`src/rtl/sub_vga_scanout_if.sv`:
```
// rtl/sub_vga_scanout_if.sv - VRAM read port and palette write port of the VGA scanout
// master is the scanout engine; slave is the VRAM/palette host side.
interface sub_vga_scanout_if;
   logic [15:0] o_vga_addr;
   logic [3:0]  i_vga_pixel;
   logic        i_pal_we;
   logic [3:0]  i_pal_idx;
   logic [11:0] i_pal_rgb;

   modport master (
      output o_vga_addr,
      input  i_vga_pixel,
      input  i_pal_we,
      input  i_pal_idx,
      input  i_pal_rgb
   );

   modport slave (
      input  o_vga_addr,
      output i_vga_pixel,
      output i_pal_we,
      output i_pal_idx,
      output i_pal_rgb
   );
endinterface

```
`src/rtl/sub_vga_scanout.sv`:
```
// rtl/sub_vga_scanout.sv - 640x480 VGA scanout of a scrolled 256x256 4-bit map, 4x4 pixel replication
// Porch/sync widths are fixed offsets from the visible size; default parameters give 800x525 timing.
module sub_vga_scanout #(
   parameter int H_VISIBLE = 640,
   parameter int V_VISIBLE = 480
) (
   input  logic                     vga_clock,
   input  logic                     reset,
   sub_vga_scanout_if.master        vram,
   input  logic [7:0]               i_scroll_x,
   input  logic [7:0]               i_scroll_y,
   output logic [3:0]               o_red,
   output logic [3:0]               o_green,
   output logic [3:0]               o_blue,
   output logic                     o_hsync,
   output logic                     o_vsync,
   output logic                     o_vblank_pulse
);

   localparam int H_SYNC_START = H_VISIBLE + 16;
   localparam int H_SYNC_END   = H_SYNC_START + 96;
   localparam int H_TOTAL      = H_SYNC_END + 48;
   localparam int V_SYNC_START = V_VISIBLE + 10;
   localparam int V_SYNC_END   = V_SYNC_START + 2;
   localparam int V_TOTAL      = V_SYNC_END + 33;

   logic [9:0]  h_count;
   logic [9:0]  v_count;
   logic [7:0]  scroll_x_lat;
   logic [7:0]  scroll_y_lat;
   logic        h_last;
   logic        v_last;
   logic        active;
   logic        hsync_raw;
   logic        vsync_raw;
   logic [7:0]  map_x;
   logic [7:0]  map_y;
   logic [1:0]  active_d;
   logic [1:0]  hsync_d;
   logic [1:0]  vsync_d;
   logic [11:0] palette [16];

   assign h_last    = (h_count == 10'(H_TOTAL - 1));
   assign v_last    = (v_count == 10'(V_TOTAL - 1));
   assign active    = (h_count < 10'(H_VISIBLE)) && (v_count < 10'(V_VISIBLE));
   assign hsync_raw = !((h_count >= 10'(H_SYNC_START)) && (h_count < 10'(H_SYNC_END)));
   assign vsync_raw = !((v_count >= 10'(V_SYNC_START)) && (v_count < 10'(V_SYNC_END)));

   // 8-bit adds wrap inside the 256x256 map; x never carries into y.
   assign map_x = scroll_x_lat + h_count[9:2];
   assign map_y = scroll_y_lat + v_count[9:2];

   assign o_vblank_pulse = (h_count == 10'd0) && (v_count == 10'(V_VISIBLE));

   // Scroll is only taken on the last clock of a frame so a frame never tears.
   always_ff @(posedge vga_clock or negedge reset) begin
      if (!reset) begin
         h_count      <= 10'd0;
         v_count      <= 10'd0;
         scroll_x_lat <= 8'd0;
         scroll_y_lat <= 8'd0;
      end else if (h_last) begin
         h_count <= 10'd0;
         if (v_last) begin
            v_count      <= 10'd0;
            scroll_x_lat <= i_scroll_x;
            scroll_y_lat <= i_scroll_y;
         end else begin
            v_count <= v_count + 10'd1;
         end
      end else begin
         h_count <= h_count + 10'd1;
      end
   end

   // Address, then VRAM latency, then palette register: sync/active ride a matching 3-stage delay.
   always_ff @(posedge vga_clock or negedge reset) begin
      if (!reset) begin
         vram.o_vga_addr <= 16'h0000;
         active_d        <= 2'b00;
         hsync_d         <= 2'b11;
         vsync_d         <= 2'b11;
         o_hsync         <= 1'b1;
         o_vsync         <= 1'b1;
         o_red           <= 4'h0;
         o_green         <= 4'h0;
         o_blue          <= 4'h0;
      end else begin
         if (active) begin
            vram.o_vga_addr <= {map_y, map_x};
         end
         active_d <= {active_d[0], active};
         hsync_d  <= {hsync_d[0], hsync_raw};
         vsync_d  <= {vsync_d[0], vsync_raw};
         o_hsync  <= hsync_d[1];
         o_vsync  <= vsync_d[1];
         {o_red, o_green, o_blue} <= active_d[1] ? palette[vram.i_vga_pixel] : 12'h000;
      end
   end

   // A lookup in the same cycle as a write sees the old entry.
   always_ff @(posedge vga_clock or negedge reset) begin
      if (!reset) begin
         for (int i = 0; i < 16; i++) begin
            palette[i] <= {i[3:0], i[3:0], i[3:0]};
         end
      end else if (vram.i_pal_we) begin
         palette[vram.i_pal_idx] <= vram.i_pal_rgb;
      end
   end

endmodule

```
`src/flat_wrapper.sv`:
```
// flat-port wrapper written by rule: the top's interface ports become plain ports
module sub_vga_scanout_flat 
#(
   parameter int H_VISIBLE = 640,
   parameter int V_VISIBLE = 480
)
  (vga_clock, reset, i_scroll_x, i_scroll_y, o_red, o_green, o_blue, o_hsync, o_vsync, o_vblank_pulse, vram_o_vga_addr, vram_i_vga_pixel, vram_i_pal_we, vram_i_pal_idx, vram_i_pal_rgb);
  sub_vga_scanout_if vram_i ();
  input  logic vga_clock;
  input  logic reset;
  input  logic [7:0] i_scroll_x;
  input  logic [7:0] i_scroll_y;
  output logic [3:0] o_red;
  output logic [3:0] o_green;
  output logic [3:0] o_blue;
  output logic o_hsync;
  output logic o_vsync;
  output logic o_vblank_pulse;
  output wire logic [$bits(vram_i.o_vga_addr)-1:0] vram_o_vga_addr;
  input wire logic [$bits(vram_i.i_vga_pixel)-1:0] vram_i_vga_pixel;
  input wire logic [$bits(vram_i.i_pal_we)-1:0] vram_i_pal_we;
  input wire logic [$bits(vram_i.i_pal_idx)-1:0] vram_i_pal_idx;
  input wire logic [$bits(vram_i.i_pal_rgb)-1:0] vram_i_pal_rgb;
  assign vram_o_vga_addr = vram_i.o_vga_addr;
  assign vram_i.i_vga_pixel = vram_i_vga_pixel;
  assign vram_i.i_pal_we = vram_i_pal_we;
  assign vram_i.i_pal_idx = vram_i_pal_idx;
  assign vram_i.i_pal_rgb = vram_i_pal_rgb;
  sub_vga_scanout #(.H_VISIBLE(H_VISIBLE), .V_VISIBLE(V_VISIBLE)) u_core (.vga_clock(vga_clock), .reset(reset), .vram(vram_i), .i_scroll_x(i_scroll_x), .i_scroll_y(i_scroll_y), .o_red(o_red), .o_green(o_green), .o_blue(o_blue), .o_hsync(o_hsync), .o_vsync(o_vsync), .o_vblank_pulse(o_vblank_pulse));
endmodule
```
`config.mk`:
```
export PLATFORM = sky130hd
export DESIGN_NAME = sub_vga_scanout_flat
export DESIGN_NICKNAME = d
export VERILOG_FILES = /design/src/rtl/sub_vga_scanout_if.sv /design/src/rtl/sub_vga_scanout.sv /design/src/flat_wrapper.sv
export SDC_FILE = /design/constraint.sdc
export NUM_CORES = 1
export LEC_CHECK = 0
export CORE_MARGIN = 4
export CORE_UTILIZATION = 45
export DETAILED_ROUTE_END_ITERATION = 7
export HOLD_SLACK_MARGIN = 0.05
export PLACE_DENSITY_LB_ADDON = 0.12
export SYNTH_ARGS = -nofsm -noshare
export SYNTH_HDL_FRONTEND = slang
export SYNTH_SLANG_ARGS = --single-unit
```
`constraint.sdc`:
```
create_clock -name vga_clock -period 2 [get_ports vga_clock]
set_clock_uncertainty 0.2 [all_clocks]
set_input_delay 0.4 -clock vga_clock [delete_from_list [all_inputs] [get_ports vga_clock]]
set_output_delay 0.4 -clock vga_clock [all_outputs]
set_load 0.01 [all_outputs]
```
-- Word level (Yosys, flattened, before mapping)
Index checks and enable logic that the tools add are counted.
- add/sub/neg operators: 4
- $lt $le $gt $ge: 9
- equal/unequal tests: 3
- multiplexer cells: 9
- bitwise logic cells: 2
- reduce and logical (&&, ||, !) cells: 9
- operators with widths (kind ; number):
    192-bit bitwise mux ; 1
    12-bit binary-select mux with 4-bit select ; 1
    12-bit demux with 4-bit select ; 1
    12-bit 2-to-1 mux ; 4
    10-bit by 1-bit adder with 10-bit output (second input constant) ; 2
    10-bit equality test (second input constant) ; 2
    10-bit less-than comparator (second input constant) ; 2
    10-bit by 9-bit less-than comparator with 1-bit output (second input constant) ; 2
    10-bit 2-to-1 mux ; 2
    8-bit adder ; 2
    10-bit by 9-bit equality test with 1-bit output (second input constant) ; 1
    10-bit greater-or-equal comparator (second input constant) ; 1
    10-bit by 9-bit greater-or-equal comparator with 1-bit output (second input constant) ; 1
    5-bit greater-or-equal comparator (second input constant) ; 2
    10-bit zero test ; 1
    4-bit NOT with 5-bit output ; 2
    1-bit logical AND ; 5
    5-bit by 1-bit less-than comparator with 1-bit output (second input constant) ; 1
    1-bit zero test ; 2
    2-bit AND reduction ; 1
- register bits after elaboration: 264
- input port bits: 39
- output and inout port bits: 31
- word-level logic and storage cells: 65

-- Depth between registers and ports, before layout
Gate-level depths: netlist (run 1).
- word-level depth: 6
- depth in mapped cells: 7

-- Worst setup path before layout (run 1)
No wires, ideal clock.
- kind: input port to flip-flop
- start point: in vram_i_vga_pixel[0]
- end point: reg u_core.o_green[0]
- arrival time: 1.778 ns
- data required time: 1.674 ns
- setup slack: -0.104 ns
- stages on the path: 6
- path buffers: 2
- path through: buf_2 buf_2 mux4_2 nand3_1 o31ai_1 a221o_1
- cells in the longest elaborated chain, start to end: 5
- RTL lines (item ; RTL line ; text):
    from (decl) ; flat_wrapper.sv:20 ; input wire logic [$bits(vram_i.i_vga_pixel)-1:0] vram_i_vga_pixel;
    4-bit NOT with 5-bit output (implied by the code) ; sub_vga_scanout.sv:97 ; {o_red, o_green, o_blue} <= active_d[1] ? palette[vram.i_vga_pixel] : 12'h000;
    12-bit binary-select mux with 4-bit select ; sub_vga_scanout.sv:97 ;
    12-bit 2-to-1 mux (implied by the code) (2 in series) ; sub_vga_scanout.sv:97 ;
    12-bit 2-to-1 mux ; sub_vga_scanout.sv:97 ;
    to (signal assigned) ; sub_vga_scanout.sv:97 ;
    to (decl) ; sub_vga_scanout.sv:13 ; output logic [3:0] o_green,
Every way passes these cells. The select of a mux whose other input is x is not followed.
A chain may end at the register's enable or synchronous reset.

-- Final worst setup path (run 1)
- start point: reg u_core.h_count[0]
- end point: out o_vblank_pulse
- cells in the longest elaborated chain, start to end: 2
- RTL lines (item ; RTL line ; text):
    from (decl) ; sub_vga_scanout.sv:27 ; logic [9:0] h_count;
    from (signal assigned) ; sub_vga_scanout.sv:72 ; h_count <= h_count + 10'd1;
    10-bit zero test ; sub_vga_scanout.sv:53 ; assign o_vblank_pulse = (h_count == 10'd0) && (v_count == 10'(V_VISIBLE));
    1-bit logical AND ; sub_vga_scanout.sv:53 ;
    to (decl) ; flat_wrapper.sv:18 ; output logic o_vblank_pulse;
Every way passes these cells.

==> metrics, run 1 <==
routed len/inst=19.8 um; Pleak=6.86 nW; CP Data Arrival Time=1.75 ns; placed cell count=1378; fin nets=1146; largest net degree at the start of global routing=59; Die Area=30200 um^2; Post-Route WL=28800 um; PD cells=950 nW/um^2; Post-Syn Instances=900; CTS root buf=clkbuf_16; Clock Latency Late Sink=0.54 ns; fin cells=1452; final setup violating endpoints=16; #FFs+latches synth=264; Top FF cell, synth=dfrtp_1; M1 GR Usage=26.9%; Worst R2R Setup Slack=-0.10 ns; maximum clock frequency=0.425 GHz; vias per std cell=5.48; Syn Nets=959; met2 global-route usage=32.1%; number of synthesized flops with an enable pin=0; Synthesis Warnings=0; Final Util=59.1%; setup TNS=-1.45 ns; layout cell share with drive strength beyond 1=52.7%; post-synthesis sequential area ratio=54.4%; HPWL Detailed=19500 um; final worst slack=-0.352 ns; Setup crit end kind=primary output; Die Span Y=174 um; gr busiest metal=met2; Total GRT Usage=19.2%; Synth Area per Inst=13.8 um^2; Core Footprint=27000 um^2; # rows=60; vias in the first global route=8453; CTS H-tree depth=1; Max FO, Critical Path=2; Max Slew Vio Count=0; minimum clock period=2.35 ns; VDD IR max=0.670 mV; Clock Path Buffers=3; Die X=174 um; CP Launch Type=flip-flop; worst min-delay path class=in2async; Initial DRC Count=391; area grow syn2layout=29.1%; violated checks=setup timing; worst slew pin tran=0.427 ns; IO buf count=69; # IOs=70; Data required, critical path=1.40 ns; Final ANT Viol Nets=0; Initial Utilization=45.8%; asr flop ratio synth=100%; vias=7961; Num CTS Buffers=30; CTS tree=built; number of distinct library cells after synthesis=59; endpoints failing hold=0; most frequent cells in the layout=mux2_2, dfrtp_1, buf_4, dfstp_2, clkdlybuf4s50_1; CTS Sinks=264; grt met3 use=2.61%; MaxCap Viol Count=0; CP Class=reg2out; Slew HR=71.4%; DRC=0; most common cell after layout, fill and taps aside=mux2_2; initial antenna violation count=0; worst reg-to-reg path cell count=8; FILL cells=2180; final critical-path share of the clock period=118%; Clock transition at path regs=0.06 ns; DRT Pass-1 Iters=4; Netlist Area Pre-Place=12400 um^2; outcome=finished, violations left; Placer Congestion=0.820; RSZ-0062 raised after global routing=yes; Ant. Diodes=0; GR Overflow Total=0; first-pass GRT wire length=47300 um
## final timing paths
check,from,endpoint
worst min-delay path,reset,u_core.o_red[2]
worst max register to register,u_core.v_count[0],u_core.scroll_x_lat[4]
min in group vga_clock,u_core.active_d[0],u_core.active_d[1]
worst min register to register,u_core.active_d[0],u_core.active_d[1]
max in group asynchronous,reset,u_core.palette[18]
worst max-delay path,u_core.h_count[0],o_vblank_pulse
## worst max-delay path: stages (launching register included)
cell,delay (ns)
dfrtp_1,0.37
inv_1,0.06
ha_2,0.16
nor4b_4,0.18
nand4_1,0.14
nor2_2,0.14
buf_2,0.15
## stage by stage
| stage | hold WS [ns] | power (mW) | setup WS (ns) | instance area (um^2) |
|---|---|---|---|---|
| after floorplan | -0.0956 | 8.53 | -0.0673 | 12400 |
| after global placement | 0.125 | 9.33 | -0.361 | 14500 |
| after detailed placement | 0.124 | 9.41 | -0.433 | 14500 |
| after CTS | 0.134 | 15.4 | -0.375 | 15800 |
| after global routing | 0.147 | 15.9 | -0.481 | 16000 |
| final | 0.137 | 15.2 | -0.352 | 16000 |
## registers in the layout, summed over array words and instances (netlist names), 8 cells and up
register	cells
u_core.scroll_x_lat	8
u_core.v_count	10
u_core.palette	192
u_core.h_count	10
u_core.vram.o_vga_addr	16
u_core.scroll_y_lat	8
## kinds of logic after synthesis
kind of cell / after synthesis / synth area share, %
AOI/OAI and AO/OA: 95 / 5.64
xor gates and xnor gates: 18 / 1.27
adders and majority gates: 20 / 2.14
buffers and inverters: 70 / 2.53
DFF: 264 / 54.4
muxes: 260 / 26.6
and+or+nand+nor: 173 / 7.44
## power breakdown
group	switching, mW	internal [mW]	leakage [nW]
combinational	0.831	1.36	3.21
clock	2.15	3.77	0.536
sequential	0.440	6.62	3.12
## cells in the mapped netlist, types with 5 or more instances
| cell | n | area (um^2) |
|---|---|---|
| nand4_1 | 9 | 56.3 |
| dfrtp_1 | 162 | 4050 |
| mux2i_1 | 12 | 120 |
| buf_2 | 22 | 110 |
| clkbuf_1 | 28 | 105 |
| o31ai_1 | 11 | 82.6 |
| mux2_2 | 214 | 2410 |
| nand3_1 | 26 | 130 |
| xnor2_1 | 10 | 87.6 |
| o21a_1 | 5 | 37.5 |
| nor2b_1 | 29 | 181 |
| nand2_1 | 29 | 109 |
| a21oi_1 | 5 | 25.0 |
| ha_1 | 18 | 225 |
| inv_1 | 12 | 45.0 |
| mux4_2 | 34 | 766 |
| and3_1 | 7 | 43.8 |
| o21ai_0 | 16 | 80.1 |
| nor2_1 | 30 | 113 |
| dfstp_2 | 102 | 2680 |
| nor3_1 | 13 | 65.1 |
| a221o_1 | 8 | 80.1 |
| a211oi_1 | 22 | 165 |
| xor2_1 | 8 | 70.1 |
| or3_1 | 5 | 31.3 |
## cell type report
cell class | instances | area, um^2 | area share (%)
multi-input cells | 566 | 5610 | 35.1
well taps | 341 | 427 | 2.67
inverters | 14 | 53.8 | 0.337
clock inverters | 11 | 183 | 1.14
flip-flops and latches | 264 | 6730 | 42.1
repair buffers | 211 | 2070 | 13.0
clock buffers | 45 | 910 | 5.69
## per-layer routing
metal,vias up,share of wire [%]
li1,3711,-
met1,4091,46
met2,119,49
met3,40,2.9
met4,0,2.4
met5,-,0
## repair_timing
item / in CTS / in global routing
gates cloned: 2 / 0
hold endpoints to repair: 180 / 0
endpoints found under the setup margin: 53 / 30
buffers inserted: 9 / 10
gates resized for setup: 81 / 26
pin swaps: 8 / 20
hold buffers: 1 / 0
Power figures use the tool's default switching activity.
==> run 2: changes to the inputs <==
--- a/config.mk
+++ b/config.mk
@@ -6,7 +6,7 @@
 export NUM_CORES = 1
 export LEC_CHECK = 0
 export CORE_MARGIN = 4
-export CORE_UTILIZATION = 45
+export CORE_UTILIZATION = 40
 export DETAILED_ROUTE_END_ITERATION = 7
 export HOLD_SLACK_MARGIN = 0.05
 export PLACE_DENSITY_LB_ADDON = 0.12
==> metrics, run 2 (same netlist as run 1, synthesis figures left out) <==
IO buf count=69; violated checks=setup timing; endpoints failing hold=0; DRT Pass-1 Iters=4; Switch Pwr=3.41 mW; post-route cell area=16000 um^2; Initial DRC Count=373; area grow syn2layout=29.3%; worst min-delay path class=in2async; logic gate share of total power=15.2%; HPWL Detailed=20200 um; outcome=finished, violations left; storage element area=6740 um^2; Placer Congestion=0.841; clock network power share=36.4%; maximum clock frequency=0.442 GHz; Multi-input gate area=5640 um^2; Flop pwr share=48.4%; Max Slew Vio Count=0; Slew HR=70.3%; minimum clock period=2.26 ns; Total GRT Usage=18.3%; max reg flops=192; largest registers=u_core.palette x192, u_core.vram.o_vga_addr x16; VDD IR max=0.720 mV; Final ANT Viol Nets=0; CTS root buf=clkbuf_16; final setup violating endpoints=22; final critical-path share of the clock period=113%; Max FO, Critical Path=2; MaxCap Viol Count=0; CP Launch Type=flip-flop; initial antenna violation count=2; FILL cells=2593; Pleak=6.89 nW; R2R Path Start=u_core.v_count[4]; Worst setup endpoint=o_vblank_pulse; vias per std cell=5.30; most frequent cells in the layout=mux2_2, dfrtp_1, buf_4, dfstp_2, clkdlybuf4s50_1; RSZ-0062 raised after global routing=yes; Die Span Y=184 um; Data required, critical path=1.40 ns; worst reg-to-reg path cell count=8; Die Area=33800 um^2; fin nets=1151; Post-Route WL=30500 um; r2r endpoint=u_core.scroll_y_lat[5]; Clock transition at path regs=0.06 ns; CTS tree=built; CP Class=reg2out; vias in the first global route=8396; # rows=64; Num CTS Buffers=29; Die X=184 um; Crit. Startpoint=u_core.h_count[0]; Sw Ratio=23.4%; largest reg by FF count=u_core.palette; final worst slack=-0.260 ns; Initial Utilization=40.5%; GR Overflow Total=0; most common cell after layout, fill and taps aside=mux2_2; Worst R2R Setup Slack=-0.15 ns; PD cells=910 nW/um^2; Clock Latency Late Sink=0.53 ns; first-pass GRT wire length=48800 um; Setup crit end kind=primary output; overall power=14.6 mW; largest net degree at the start of global routing=71; CP Data Arrival Time=1.66 ns; Clock Path Buffers=3; Cell Area, Placed=14600 um^2; layout cell share with drive strength beyond 1=53.2%; Pint=11.2 mW; Core Footprint=30600 um^2; CTS H-tree depth=1; routed len/inst=20.2 um; DRC=0; worst slew pin tran=0.433 ns; # IOs=70; CTS Sinks=264; vias=8000; Ant. Diodes=0
-- run 2: cell count changes in the layout (fill, tap and decap cells not counted), sizes merged --
cell	delta
bufinv	-3
buf	+6
inv	+1
clkinvlp	-1
-- run 2: per-stage QoR --
stage	setup WS (ns)	std cells	setup TNS, ns	utilization, %	hold WS [ns]
2_1_floorplan	-0.0673	900	-0.471	-	-0.0956
4_1_cts	-0.331	1506	-2.00	51.7	0.100
3_5_place_dp	-0.455	1439	-53.83	47.6	0.0775
3_3_place_gp	-0.407	1439	-51.10	47.6	0.0820
6_report	-0.260	1510	-2.58	52.3	0.107
5_1_grt	-0.432	1510	-6.04	52.3	0.126
-- run 2: worst min path at each step --
stage	start	end	slack (ns)	cells after the start
floorplan	reset	u_core.active_d[0]	-0.1	0
global placement	reset	u_core.palette[180]	0.08	1
detailed placement	reset	u_core.palette[156]	0.08	1
CTS	reset	u_core.o_blue[1]	0.10	2
global route	reset	u_core.o_blue[1]	0.13	2
finish	reset	u_core.o_blue[0]	0.11	2
-- run 2: timing repair --
item,CTS,global route
hold buffers,1,0
endpoints found under the setup margin,54,38
gates cloned,3,0
resized for setup,87,39
setup buffers,10,8
pin swaps,16,12
hold endpoints to repair,185,0
-- run 2: layer usage --
| layer | global-route usage, % | vias to the layer above | share of wire, % |
|---|---|---|---|
| met5 | 0 | - | 0.066 |
| met3 | 2.57 | 43 | 3.1 |
| met4 | 4.41 | 4 | 2.5 |
| met1 | 25.8 | 4109 | 46 |
| met2 | 30.0 | 124 | 48 |
| li1 | - | 3720 | - |
-- run 2: final cells by class --
type	count	share of cell area (%)
inverters	14	0.344
flip-flops and latches	264	42.1
repair buffers	217	13.4
well taps	396	3.10
clock inverters	8	0.563
multi-input cells	566	35.2
clock buffers	45	5.35
-- run 2: power by group through the flow --
stage                     logic (mW)  registers, mW  clock network (mW)
after floorplan                 1.51           7.02                   0
after global placement          2.23           7.13                   0
after detailed placement        2.29           7.15                   0
after CTS                       2.25           7.06                5.47
after global routing            2.44           7.17                5.70
final                           2.22           7.06                5.30
-- run 2: critical path: stages (launching register included) --
cell and delay, ns:
dfrtp_1 0.38, inv_1 0.06, ha_1 0.14, nor4b_4 0.18, nand4_1 0.11, nor2_1 0.11, buf_2 0.15
